`config.mk`:
```
export PLATFORM = sky130hd
export DESIGN_NAME = ram_rmw_master
export DESIGN_NICKNAME = d
export VERILOG_FILES = /design/src/rtl/ram_rmw_master.sv
export SDC_FILE = /design/constraint.sdc
export NUM_CORES = 1
export LEC_CHECK = 0
export ABC_AREA = 1
export CAP_MARGIN = 20
export CORE_MARGIN = 5
export CORE_UTILIZATION = 40
export CTS_BUF_LIST = sky130_fd_sc_hd__clkbuf_16
export DETAILED_ROUTE_END_ITERATION = 8
export DONT_BUFFER_PORTS = 1
export SETUP_SLACK_MARGIN = 0.15
export SKIP_LAST_GASP = 1
export SYNTH_ARGS = -nofsm -noshare
export SYNTH_HDL_FRONTEND = slang
export SYNTH_SLANG_ARGS = --single-unit
export TNS_END_PERCENT = 5
```
`constraint.sdc`:
```
create_clock -name clk -period 3.3 [get_ports clk]
set_clock_uncertainty 0.05 [all_clocks]
set_input_delay 0.33 -clock clk [delete_from_list [all_inputs] [get_ports clk]]
set_output_delay 0.33 -clock clk [all_outputs]
set_load 0.02 [all_outputs]
```
`src/rtl/ram_rmw_master.sv`:
```
// ram_rmw_master: byte-enabled load/store initiator for one port of a full-word-only block RAM.
// Partial-byte stores are turned into a read followed by a merged full-word write.
module ram_rmw_master #(
  parameter int SCALE = 10
) (
  input  logic             clk,
  input  logic             rst,
  input  logic             req_valid,
  output logic             req_ready,
  input  logic [SCALE-1:0] req_addr,
  input  logic [31:0]      req_wdata,
  input  logic [3:0]       req_be,
  output logic             resp_valid,
  output logic [31:0]      resp_rdata,
  output logic             ram_oe,
  output logic [SCALE-1:0] ram_addr,
  output logic [31:0]      ram_wdata,
  output logic [3:0]       ram_we,
  input  logic [31:0]      ram_rdata
);

  typedef enum logic [1:0] {
    ST_IDLE  = 2'd0,
    ST_MERGE = 2'd1,
    ST_RESP  = 2'd2
  } state_e;

  localparam logic [3:0] BE_NONE = 4'b0000;
  localparam logic [3:0] BE_FULL = 4'b1111;

  function automatic logic be_partial(input logic [3:0] be);
    return (be != BE_NONE) && (be != BE_FULL);
  endfunction

  // Enabled lanes take the new store data, the rest keep the word read back from the RAM.
  function automatic logic [31:0] merge_word(input logic [3:0]  be,
                                             input logic [31:0] new_w,
                                             input logic [31:0] old_w);
    logic [31:0] m;
    m = 32'd0;
    for (int i = 0; i < 4; i++) begin
      if (be[i]) m[8*i +: 8] = new_w[8*i +: 8];
      else       m[8*i +: 8] = old_w[8*i +: 8];
    end
    return m;
  endfunction

  state_e           state_q, state_d;
  logic [SCALE-1:0] a_addr_q, a_addr_d;
  logic [31:0]      a_wdata_q, a_wdata_d;
  logic [3:0]       a_be_q, a_be_d;

  // State register and latched request fields.
  always_ff @(posedge clk or negedge rst) begin
    if (!rst) begin
      state_q   <= ST_IDLE;
      a_addr_q  <= {SCALE{1'b0}};
      a_wdata_q <= 32'd0;
      a_be_q    <= 4'b0000;
    end else begin
      state_q   <= state_d;
      a_addr_q  <= a_addr_d;
      a_wdata_q <= a_wdata_d;
      a_be_q    <= a_be_d;
    end
  end

  // Next-state and request capture.
  always_comb begin
    state_d   = state_q;
    a_addr_d  = a_addr_q;
    a_wdata_d = a_wdata_q;
    a_be_d    = a_be_q;
    case (state_q)
      ST_IDLE: begin
        if (req_valid) begin
          a_addr_d  = req_addr;
          a_wdata_d = req_wdata;
          a_be_d    = req_be;
          state_d   = be_partial(req_be) ? ST_MERGE : ST_RESP;
        end else begin
          state_d   = ST_IDLE;
        end
      end
      ST_MERGE: state_d = ST_RESP;
      ST_RESP:  state_d = ST_IDLE;
      default:  state_d = ST_IDLE;
    endcase
  end

  // Outputs; reset forces everything low combinationally so an aborted merge never writes.
  always_comb begin
    req_ready  = 1'b0;
    resp_valid = 1'b0;
    resp_rdata = 32'd0;
    ram_oe     = 1'b0;
    ram_addr   = {SCALE{1'b0}};
    ram_wdata  = 32'd0;
    ram_we     = BE_NONE;
    if (!rst) begin
      req_ready = 1'b0;
    end else begin
      case (state_q)
        ST_IDLE: begin
          req_ready = 1'b1;
          if (req_valid) begin
            ram_oe    = 1'b1;
            ram_addr  = req_addr;
            ram_wdata = req_wdata;
            ram_we    = (req_be == BE_FULL) ? BE_FULL : BE_NONE;
          end else begin
            ram_oe    = 1'b0;
          end
        end
        ST_MERGE: begin
          ram_oe    = 1'b1;
          ram_addr  = a_addr_q;
          ram_wdata = merge_word(a_be_q, a_wdata_q, ram_rdata);
          ram_we    = BE_FULL;
        end
        ST_RESP: begin
          resp_valid = 1'b1;
          resp_rdata = ram_rdata;
        end
        default: begin
          req_ready = 1'b0;
        end
      endcase
    end
  end

endmodule

```
Word-level counts from Yosys, hierarchy flattened --
Cells that the tools add are included.
Storage, ports and cells: bits in registers 48, logic and storage cells 38
Operators by class: equality and inequality tests 4, muxes and demuxes 26, reduce and logical (&&, ||, !) cells 4
Operators by type and width (number):
- 32-bit 2-to-1 mux | 4
- 32-bit case mux with 2 select lines | 1
- 8-bit 2-to-1 mux | 4
- 10-bit 2-to-1 mux | 2
- 10-bit case mux with 2 select lines | 1
- 4-bit 2-to-1 mux | 3
- 4-bit case mux with 2 select lines | 1
- 1-bit 2-to-1 mux | 6
- 4-bit equality test, second input constant | 1
- 2-bit 2-to-1 mux | 2
- 4-bit != test, second input constant | 1
- 2-bit case mux with 2 select lines | 1
- 4-bit nonzero test | 1
- 2-bit by 1-bit equality test with 1-bit output, second input constant | 1
- 2-bit equality test, second input constant | 1
- 2-bit logical NOT | 1
- 1-bit case mux with 2 select lines | 1
- 2-bit AND reduction | 1
- 1-bit logical AND | 1

Depth between registers and ports, before layout --
Gate-level depths: netlist (run 1).
word-level depth 5, mapped depth 6

Worst setup path after synthesis (run 1) --
OpenSTA, ideal clock, no wires.
path kind register to output, start point register state_q[1], end point output ram_we[1], arrival 1.407 ns, required time 2.920 ns, path slack 1.513 ns, cell stages (with the launch flop) 5, path buffers 1, path through dfrtp_1 -> nor2_4 -> inv_1 -> a21oi_1 -> buf_4
On the way: longest elaborated chain between the ends 3, elaborated cells between the ends (all ways) 4
RTL lines:
- start, declared | RTL line 48 | state_e state_q, state_d;
- start signal, assigned | RTL line 61 | state_q <= state_d;
- 2-bit by 1-bit equality test with 1-bit output or 2-bit logical NOT (tied branches) | RTL line 103 | case (state_q)
- 4-bit case mux with 2 select lines (*) | RTL line 103
- 4-bit 2-to-1 mux (*) | RTL line 100 | if (!rst) begin
- end, declared | RTL line 18 | output logic [3:0] ram_we,
Mark *: on every way between the ends. The rest lies on a longest branch, timed or not.

Worst setup path in the final report (run 1) --
start point register state_q[0], end point output ram_addr[1]
On the way: longest elaborated chain between the ends 3, elaborated cells between the ends (all ways) 4
RTL lines:
- 2-bit by 1-bit equality test with 1-bit output or 2-bit logical NOT (tied branches) | RTL line 103
- 10-bit case mux with 2 select lines (*) | RTL line 103
- 10-bit 2-to-1 mux (*) | RTL line 100
- end, declared | RTL line 16 | output logic [SCALE-1:0] ram_addr,
Marked as above.

==> run_results.csv, run 1 <==
group,metric,value,unit
global_routing,antenna_found_initial,0,
floorplan,die_area,9430,um^2
sta,finalWorstSetupSlack,0.713,ns
run_status,outcome,"completed",
hold_path,hold_start,"req_be[1]",
sta,setup_viol,0,
sta,max_freq,0.386,GHz
setup_path,cp_slowest_cell,"nor2_4",
routing,via_count,2878,
clock_network,cts_root_buf,"clkbuf_16",
sta,final_max_slew_viol_count,0,
clock_network,h-tree-depth,2,
sta,hold_viol_final,0,
layout,mostFrequentLayoutCells,"235 x nand2_1, 48 x dfrtp_1, 43 x nand3_1",
layout,utilization,44.4,%
setup_path,r2r-start,"state_q[1]",
global_routing,track_usage,17.6,%
sta,rsz0062_at_grt,"no",
floorplan,die_h,97.1,um
setup_path,crit_fanout,32,
setup_path,critPathCaptureType,"output port",
setup_path,start_kind,"flip-flop",
layout,n_antenna_cell,0,
floorplan,coreArea,7330,um^2
layout,fin_nets,556,
layout,area_growth,7.34,%
placement,gp_congestion,0.775,
clock_network,cts-resized-gates,0,
clock_network,cts_setup_buffers,0,
clock_network,cts_tree,"built",
run,cap_viol_max_count,0,
placement,dp_hpwl,6.04,mm
hold_path,hold_class,"in -> reg",
setup_path,required,2.92,ns
layout,final_common_cell,"nand2_1",
placement,port_buffers,0,
floorplan,start_util,41.4,%
routing,viasPerCell,5.01,
global_routing,first_global_vias,2814,
setup_path,crit_type,"reg -> out",
floorplan,num_rows,31,
synth,synth_top_area_share,39.6,%
setup_path,r2r-end,"a_be_q[0]",
routing,wire_per_inst,14.7,um
sta,worstMarginPinSlew,0.837,ns
layout,layout-drive-gt1-share,4.41,%
routing,postRouteAntennaNets,0,
sta,setup_tns,0,ns
floorplan,die_w,97.1,um
power_and_ir_drop,power.density,641,nW/um^2
global_routing,grt_max_degree,49,
synth,syn-instance-count,491,
setup_path,critical-path-max-stage-delay,0.59,ns
clock_network,cts-buffers-inserted,5,
power_and_ir_drop,ir_worst_vdd,232,uV
synth,yosys.area.top_type,"dfrtp_1",
floorplan,io_pins,162,
placement,placed_cell_area,3050,um^2
synth,syn-cell-area,3030,um^2
setup_path,rrSetupSlack,0.91,ns
setup_path,rr_worst_depth,5,
clock_network,worst_skew_pair.late_latency,0.28,ns
layout,fin_area,3260,um^2
hold_path,min_path_cells,2,
setup_path,path_cells,"inv_1 -> nor2_4 -> buf_4 -> nand2_1 -> a21oi_1",
clock_network,clock_path_buffers,2,
sta,min_period_over_period,78.4,%
synth,synth_cell_type_count,16,
synth,synthesis.nets,572,
setup_path,arrival,2.21,ns
routing,postRouteWirelength,8.45,mm
sta,period_needed,2.59,ns
synth,ys_ff_latch,48,
routing,drt_iter0_drc,136,
clock_network,clk_pin_slew,0.07,ns
sta,max_slew_margin,44.0,%
synth,synth_top_cells_by_area,"dfrtp_1 40%, nand2_1 29%, a21oi_1 7.1%",
placement,dp_slack,0.858,ns
global_routing,grt_first_pass_wirelength,14.0,mm
synth,syn_area_per_cell,6.18,um^2
synth,yosysWarnings,0,
global_routing,grt_overflow,0,
synth,synth_seq_area_share,39.6,%
routing,drc,0,
sta,worst_hold_slack,0.121,ns
clock_network,cts.sinks,48,
routing,first_pass_iters,4,
power_and_ir_drop,leakagePower,1.81,nW
hold_path,hold_end,"a_be_q[1]",
## synthesized netlist by cell type (all sizes together)
master,instances
a21oi,43
buf,24
clkbuf,7
clkinv,5
dfrtp,48
inv,41
nand2,236
nand3,43
nor2,39
nor3,1
o21ai,4
## critical path, delay by kind of cell (launching register included)
family,cells,cell delay [ns]
AND/OR/NAND/NOR,2,0.65
flip-flops,1,0.43
buffers and inverters,2,0.42
AO/OA/AOI/OAI,1,0.41
## timing repair
| item | CTS | global route |
|---|---|---|
| endpoints found under the hold margin | 48 | 0 |
| hold buffers | 2 | 0 |
| endpoints found under the setup margin | 0 | 0 |
## routing by layer
| layer | track usage (%) | vias up | wire length, um |
|---|---|---|---|
| li1 | - | 1469 | - |
| met1 | 23.3 | 1274 | 3740 |
| met2 | 28.8 | 126 | 3900 |
| met3 | 4.74 | 9 | 717 |
| met4 | 4.00 | 0 | 88 |
| met5 | 0 | - | 0 |
## worst max path at each step
stage                        endpoint  slack, ns  cells after the start  startpoint
after floorplan             ram_we[1]       1.51                      4  state_q[1]
after global placement      a_be_q[0]       0.94                      5  state_q[1]
after detailed placement    a_be_q[1]       0.86                      5  state_q[1]
after CTS                 ram_addr[6]       0.67                      5  state_q[0]
after global routing      ram_addr[4]       0.53                      5  state_q[0]
final                     ram_addr[1]       0.71                      5  state_q[0]
## per-stage QoR
step / power, mW / instances
after floorplan: 1.41 / 491
after global placement: 1.51 / 565
after detailed placement: 1.53 / 565
after CTS: 2.13 / 575
after global routing: 2.26 / 575
final: 2.09 / 575
## cell families (layout without fill, tap and decap cells)
kind of cell / after synthesis / after routing / synth area share, %
simple gates: 319 / 319 / 41.9
buf+inv: 77 / 62 / 10.8
compound gates: 47 / 47 / 7.75
flops: 48 / 48 / 39.6
## layout make-up
class | count | area, um^2
timing repair buffer | 8 | 82.6
inverter | 46 | 173
multi-input combinational | 366 | 1510
fill | 812 | 4070
clock inverter | 3 | 42.5
tap | 99 | 124
clock buffer | 5 | 125
sequential | 48 | 1200
## registers in the layout, indices dropped and copies added, names as in the netlist
register   count
a_be_q         4
a_addr_q      10
state_q        2
a_wdata_q     32
## power by group
group	internal (mW)	leakage [nW]	total, mW	switching, mW
sequential	0.748	0.593	0.866	0.118
clock	0.356	0.0798	0.569	0.213
combinational	0.184	1.13	0.654	0.470
(Power assumes the default switching activity.)
==> run 2, diff against run 1 <==
==> constraint.sdc (replaced) <==
create_clock -name clk -period 2.36 [get_ports clk]
set_clock_uncertainty 0.05 [all_clocks]
set_input_delay 0.236 -clock clk [delete_from_list [all_inputs] [get_ports clk]]
set_output_delay 0.236 -clock clk [all_outputs]
set_load 0.02 [all_outputs]
==> run 2 against run 1 <==
Against the previous run:
- die area stayed put
- setup slack worse by 0.31 ns
- global-route usage is 1.4 points higher
- total power is 43% higher
==> run_results.csv, run 2 (same netlist as run 1, synthesis figures left out) <==
group,metric,value,unit
sta,period_needed,1.96,ns
power_and_ir_drop,power.density,772,nW/um^2
routing,via_count,3177,
floorplan,io_pins,162,
floorplan,die_h,97.1,um
routing,drt_iter0_drc,162,
setup_path,rr_worst_depth,6,
sta,min_period_over_period,83.0,%
sta,rsz0062_at_grt,"no",
global_routing,first_global_vias,3064,
run_status,outcome,"completed",
power_and_ir_drop,leakagePower,2.24,nW
hold_path,hold_end,"a_be_q[0]",
sta,final_max_slew_viol_count,0,
layout,top_register,"a_wdata_q",
floorplan,coreArea,7330,um^2
placement,dp_slack,0.473,ns
layout,num-fill-cells,783,
global_routing,track_usage,19.0,%
placement,gp_congestion,0.803,
routing,postRouteWirelength,9.17,mm
routing,viasPerCell,4.84,
setup_path,critPathCaptureType,"output port",
setup_path,rrSetupSlack,0.82,ns
placement,port_buffers,0,
clock_network,cts_tree,"built",
setup_path,crit_type,"reg -> out",
routing,routed.top_layer,"met4",
setup_path,r2r-end,"a_be_q[3]",
layout,n_antenna_cell,0,
sta,max_freq,0.510,GHz
layout,final-seq-area,1200,um^2
routing,wl_met3,822,um
placement,dp_hpwl,6.72,mm
hold_path,hold_start,"req_be[0]",
setup_path,r2r-start,"state_q[1]",
layout,largest_register_ffs,32,
hold_path,min_path_cells,2,
setup_path,crit_buf_inv,4,
hold_path,hold_class,"in -> reg",
setup_path,cpMostUsedCell,"inv_1",
routing,drc,0,
layout,layout-drive-gt1-share,18.1,%
global_routing,grt_overflow,0,
power_and_ir_drop,ir_worst_vdd,311,uV
layout,final_common_cell,"nand2_1",
setup_path,start_kind,"flip-flop",
run,cap_viol_max_count,0,
global_routing,grt_first_pass_wirelength,15.0,mm
sta,setup_viol,0,
clock_network,clk_pin_slew,0.06,ns
clock_network,worst_skew_pair.late_latency,0.28,ns
routing,wire_per_inst,14.0,um
sta,setup_tns,0,ns
setup_path,critical-path-max-stage-delay,0.43,ns
floorplan,die_area,9430,um^2
routing,first_pass_iters,4,
sta,max_slew_margin,74.0,%
routing,dr_wl_met2,4.43,mm
floorplan,die_w,97.1,um
setup_path,path_cells,"inv_1 -> nor2_4 -> buf_4 -> inv_1 -> a21oi_2 -> buf_12",
global_routing,grt_max_degree,49,
clock_network,cts-buffers-inserted,5,
clock_network,cts_root_buf,"clkbuf_16",
setup_path,arrival,1.67,ns
layout,multi_input_area,1510,um^2
clock_network,h-tree-depth,2,
clock_network,cts.sinks,48,
routing,wl_met1,3.87,mm
sta,worstMarginPinSlew,0.388,ns
global_routing,antenna_found_initial,0,
sta,finalWorstSetupSlack,0.401,ns
layout,area_growth,27.5,%
floorplan,num_rows,31,
clock_network,clock_path_buffers,2,
setup_path,crit_family,"buffers and inverters",
layout,fin_nets,639,
layout,reg_top3,"a_wdata_q: 32 flops, a_addr_q: 10 flops, a_be_q: 4 flops",
setup_path,crit_fanout,21,
setup_path,cp_slowest_cell,"dfrtp_1",
floorplan,start_util,41.4,%
sta,hold_viol_final,0,
layout,mostFrequentLayoutCells,"235 x nand2_1, 87 x buf_4, 48 x dfrtp_1",
routing,postRouteAntennaNets,0,
setup_path,required,2.07,ns
==> run 2: worst max path at each step <==
stage,startpoint,endpoint,slack [ns],cells past startpoint
CTS,state_q[1],ram_wdata[6],0.17,5
global placement,state_q[1],ram_wdata[21],0.49,5
finish,state_q[0],ram_we[0],0.40,6
global route,a_be_q[3],ram_wdata[31],0.24,6
floorplan,state_q[1],ram_we[1],0.67,4
detailed placement,state_q[1],ram_wdata[6],0.47,5
==> run 2: report_power, final <==
part | switching (mW) | internal [mW] | total [mW]
Sequential | 0.163 | 1.05 | 1.21
Clock | 0.279 | 0.379 | 0.659
Combinational | 0.696 | 0.424 | 1.12
==> run 2: worst register-to-register path, stage by stage, from the launching register on <==
cell and delay (ns):
dfrtp_1 0.47, nor2_4 0.24, buf_4 0.15, nand2_2 0.04, buf_4 0.21, inv_2 0.16
o21ai_0 0.09
==> run 2: layout make-up <==
cell class,count,share of cell area (%)
clock inverter,2,0.194
sequential,48,31.0
tap,99,3.20
clock buffer,5,3.23
timing repair buffer,91,18.9
inverter,46,4.46
multi-input combinational,366,39.0
==> run 2: per-layer routing <==
metal  vias to the layer above  track usage (%)
met1                      1424             24.3
li1                       1631                -
met5                         -                0
met2                       118             32.2
met4                         0             3.46
met3                         4             5.46
==> run 2: metrics by stage <==
step                instances  total power [mW]  util [%]  hold WS, ns  instance area (um^2)
finish                    657              2.99      52.8       0.0315                  3870
detailed placement        644              2.31      50.1       -0.108                  3670
CTS                       653              3.00      52.4       0.0231                  3840
global placement          644              2.28      50.1       -0.107                  3670
global route              657              3.23      52.8       0.0400                  3870
floorplan                 491              1.97         -       -0.110                  3030
==> run 2: repair_timing <==
item / 4_1_cts / 5_1_grt
gates cloned: 0 / 0
endpoints found under the setup margin: 1 / 19
pin swaps: 1 / 1
hold buffers: 2 / 0
resized for setup: 0 / 0
endpoints found under the hold margin: 48 / 0
buffers inserted: 0 / 4
==> run 3, diff against run 2 <==
==> constraint.sdc (replaced) <==
create_clock -name clk -period 1.8 [get_ports clk]
set_clock_uncertainty 0.05 [all_clocks]
set_input_delay 0.18 -clock clk [delete_from_list [all_inputs] [get_ports clk]]
set_output_delay 0.18 -clock clk [all_outputs]
set_load 0.02 [all_outputs]
==> run 3 against run 2 <==
Against the previous run:
- the run now ends with hold timing, setup timing left
- count of clock-buffer cells in the layout did not move
- non-clock buffer count rose by 27
- largest cell class unchanged
- largest power group is now combinational logic
- highest routed layer unchanged
- sequential share of layout area fell by 4.7 points
- die area did not move
- critical path depth did not move
- wire length rose by 12%
- first-iteration DRC count fell by 48%
- combinational power rose by 73%
==> run_results.csv, run 3 (same netlist as run 1, synthesis figures left out) <==
group,metric,value,unit
global_routing,track_usage,18.8,%
layout,n_antenna_cell,0,
layout,reg_top3,"a_wdata_q: 32 flops, a_addr_q: 10 flops, a_be_q: 4 flops",
layout,utilization,62.5,%
routing,wl_met3,900,um
routing,dr_wl_met2,5.15,mm
power_and_ir_drop,leakagePower,2.47,nW
global_routing,antenna_found_initial,0,
floorplan,num_rows,31,
global_routing,grt_overflow,0,
clock_network,clk_pin_slew,0.06,ns
sta,max_slew_margin,63.7,%
sta,finalWorstSetupSlack,-0.0181,ns
clock_network,cts_root_buf,"clkbuf_16",
layout,fin_nets,666,
global_routing,grt_first_pass_wirelength,15.0,mm
global_routing,grt_max_degree,49,
placement,dp_hpwl,6.63,mm
placement,dpl.cell_count,649,
routing,postRouteWirelength,10.3,mm
floorplan,io_pins,162,
sta,period_needed,1.82,ns
power_and_ir_drop,ir_worst_vdd,496,uV
placement,placed_cell_area,3720,um^2
routing,drt_iter0_drc,85,
clock_network,cts.sinks,48,
floorplan,coreArea,7330,um^2
floorplan,start_util,41.4,%
layout,fin_area,4580,um^2
hold_path,min_path_cells,2,
placement,dp_slack,0.215,ns
run,cap_viol_max_count,0,
layout,mostFrequentLayoutCells,"227 x nand2_1, 84 x buf_4, 44 x dfrtp_1",
routing,routed.top_layer,"met4",
placement,port_buffers,0,
global_routing,first_global_vias,3139,
setup_path,rr_worst_depth,8,
routing,first_pass_iters,4,
setup_path,start_kind,"flip-flop",
floorplan,die_area,9430,um^2
clock_network,cts_tree,"built",
run_status,violations,"hold timing, setup timing",
routing,viasPerCell,4.96,
routing,via_count,3395,
layout,top_register,"a_wdata_q",
setup_path,crit_type,"reg -> out",
hold_path,hold_class,"in -> reg",
routing,wire_per_inst,15.0,um
setup_path,required,1.57,ns
routing,drc,0,
clock_network,cts-buffers-inserted,5,
clock_network,h-tree-depth,2,
sta,rsz0062_at_grt,"yes",
sta,worstMarginPinSlew,0.541,ns
layout,final_common_cell,"nand2_1",
setup_path,arrival,1.59,ns
layout,num-fill-cells,642,
layout,layout-drive-gt1-share,31.8,%
clock_network,worst_skew_pair.late_latency,0.28,ns
sta,worst_hold_slack,-0.00639,ns
sta,final_max_slew_viol_count,0,
layout,final_cells,684,
floorplan,die_w,97.1,um
sta,max_freq,0.550,GHz
routing,postRouteAntennaNets,0,
routing,wl_met1,4.08,mm
layout,area_growth,51.0,%
power_and_ir_drop,power.density,954,nW/um^2
sta,hold_viol_final,7,
setup_path,crit_fanout,7,
sta,setup_viol,2,
floorplan,die_h,97.1,um
sta,min_period_over_period,101,%
setup_path,critPathCaptureType,"output port",
clock_network,clock_path_buffers,2,
layout,largest_register_ffs,32,
placement,gp_congestion,0.818,
run_status,outcome,"finished with violations",
-- run 3: cell types whose count changed in the layout (fill, tap and decap cells not counted), sizes merged --
cell and delta:
clkinvlp +2, dlygate4sd3 +12, clkbuf +5, buf +10, clkinv -2
-- run 3: per-layer routing --
layer / GRT usage [%] / vias up
met5: 0 / -
met4: 3.89 / 0
met3: 5.74 / 13
met2: 32.8 / 135
met1: 23.0 / 1559
li1: - / 1688
-- run 3: metrics by stage --
step                setup TNS, ns  power, mW
global route                -1.69       4.69
detailed placement              0       3.06
floorplan                       0       2.59
CTS                        -0.151       4.00
finish                    -0.0288       4.37
global placement                0       3.03
-- run 3: layout make-up --
class | instances | area, um^2 | area share [%]
Multi-Input combinational cell | 366 | 1790 | 39.0
Clock buffer | 5 | 125 | 2.73
Sequential cell | 48 | 1210 | 26.3
Tap cell | 99 | 124 | 2.70
Timing Repair Buffer | 118 | 1150 | 25.2
Clock inverter | 2 | 7.51 | 0.164
Inverter | 46 | 180 | 3.93
-- run 3: worst paths after layout --
check	from	end	slack [ns]
setup / recovery	state_q[0]	ram_wdata[16]	-0.02
hold / removal	req_valid	a_wdata_q[3]	-0.006
setup reg to reg	state_q[0]	a_be_q[0]	0.15
hold reg to reg	a_wdata_q[29]	a_wdata_q[29]	0.42
max in group asynchronous	rst	state_q[1]	1.10
min in group asynchronous	rst	a_wdata_q[19]	0.35
-- run 3: power by group --
| part | total, mW | internal [mW] | switching (mW) |
|---|---|---|---|
| Sequential | 1.57 | 1.38 | 0.192 |
| Combinational | 1.94 | 0.830 | 1.11 |
| Clock | 0.860 | 0.497 | 0.363 |
-- run 3: worst max-delay path, stage by stage (launching register included) --
cell     delay, ns
dfrtp_2       0.43
nor2_4        0.13
buf_12        0.15
buf_12        0.13
nand3_1       0.11
a21oi_2       0.18
buf_4         0.16
-- run 3: timing repair --
item                       in CTS  in global routing
hold buffers                    6                  8
resized for setup               6                 84
setup buffers                   2                  5
gates cloned                    0                  7
hold endpoints to repair       52                  9
setup endpoints to repair      79                 79
pin swaps                       1                 29
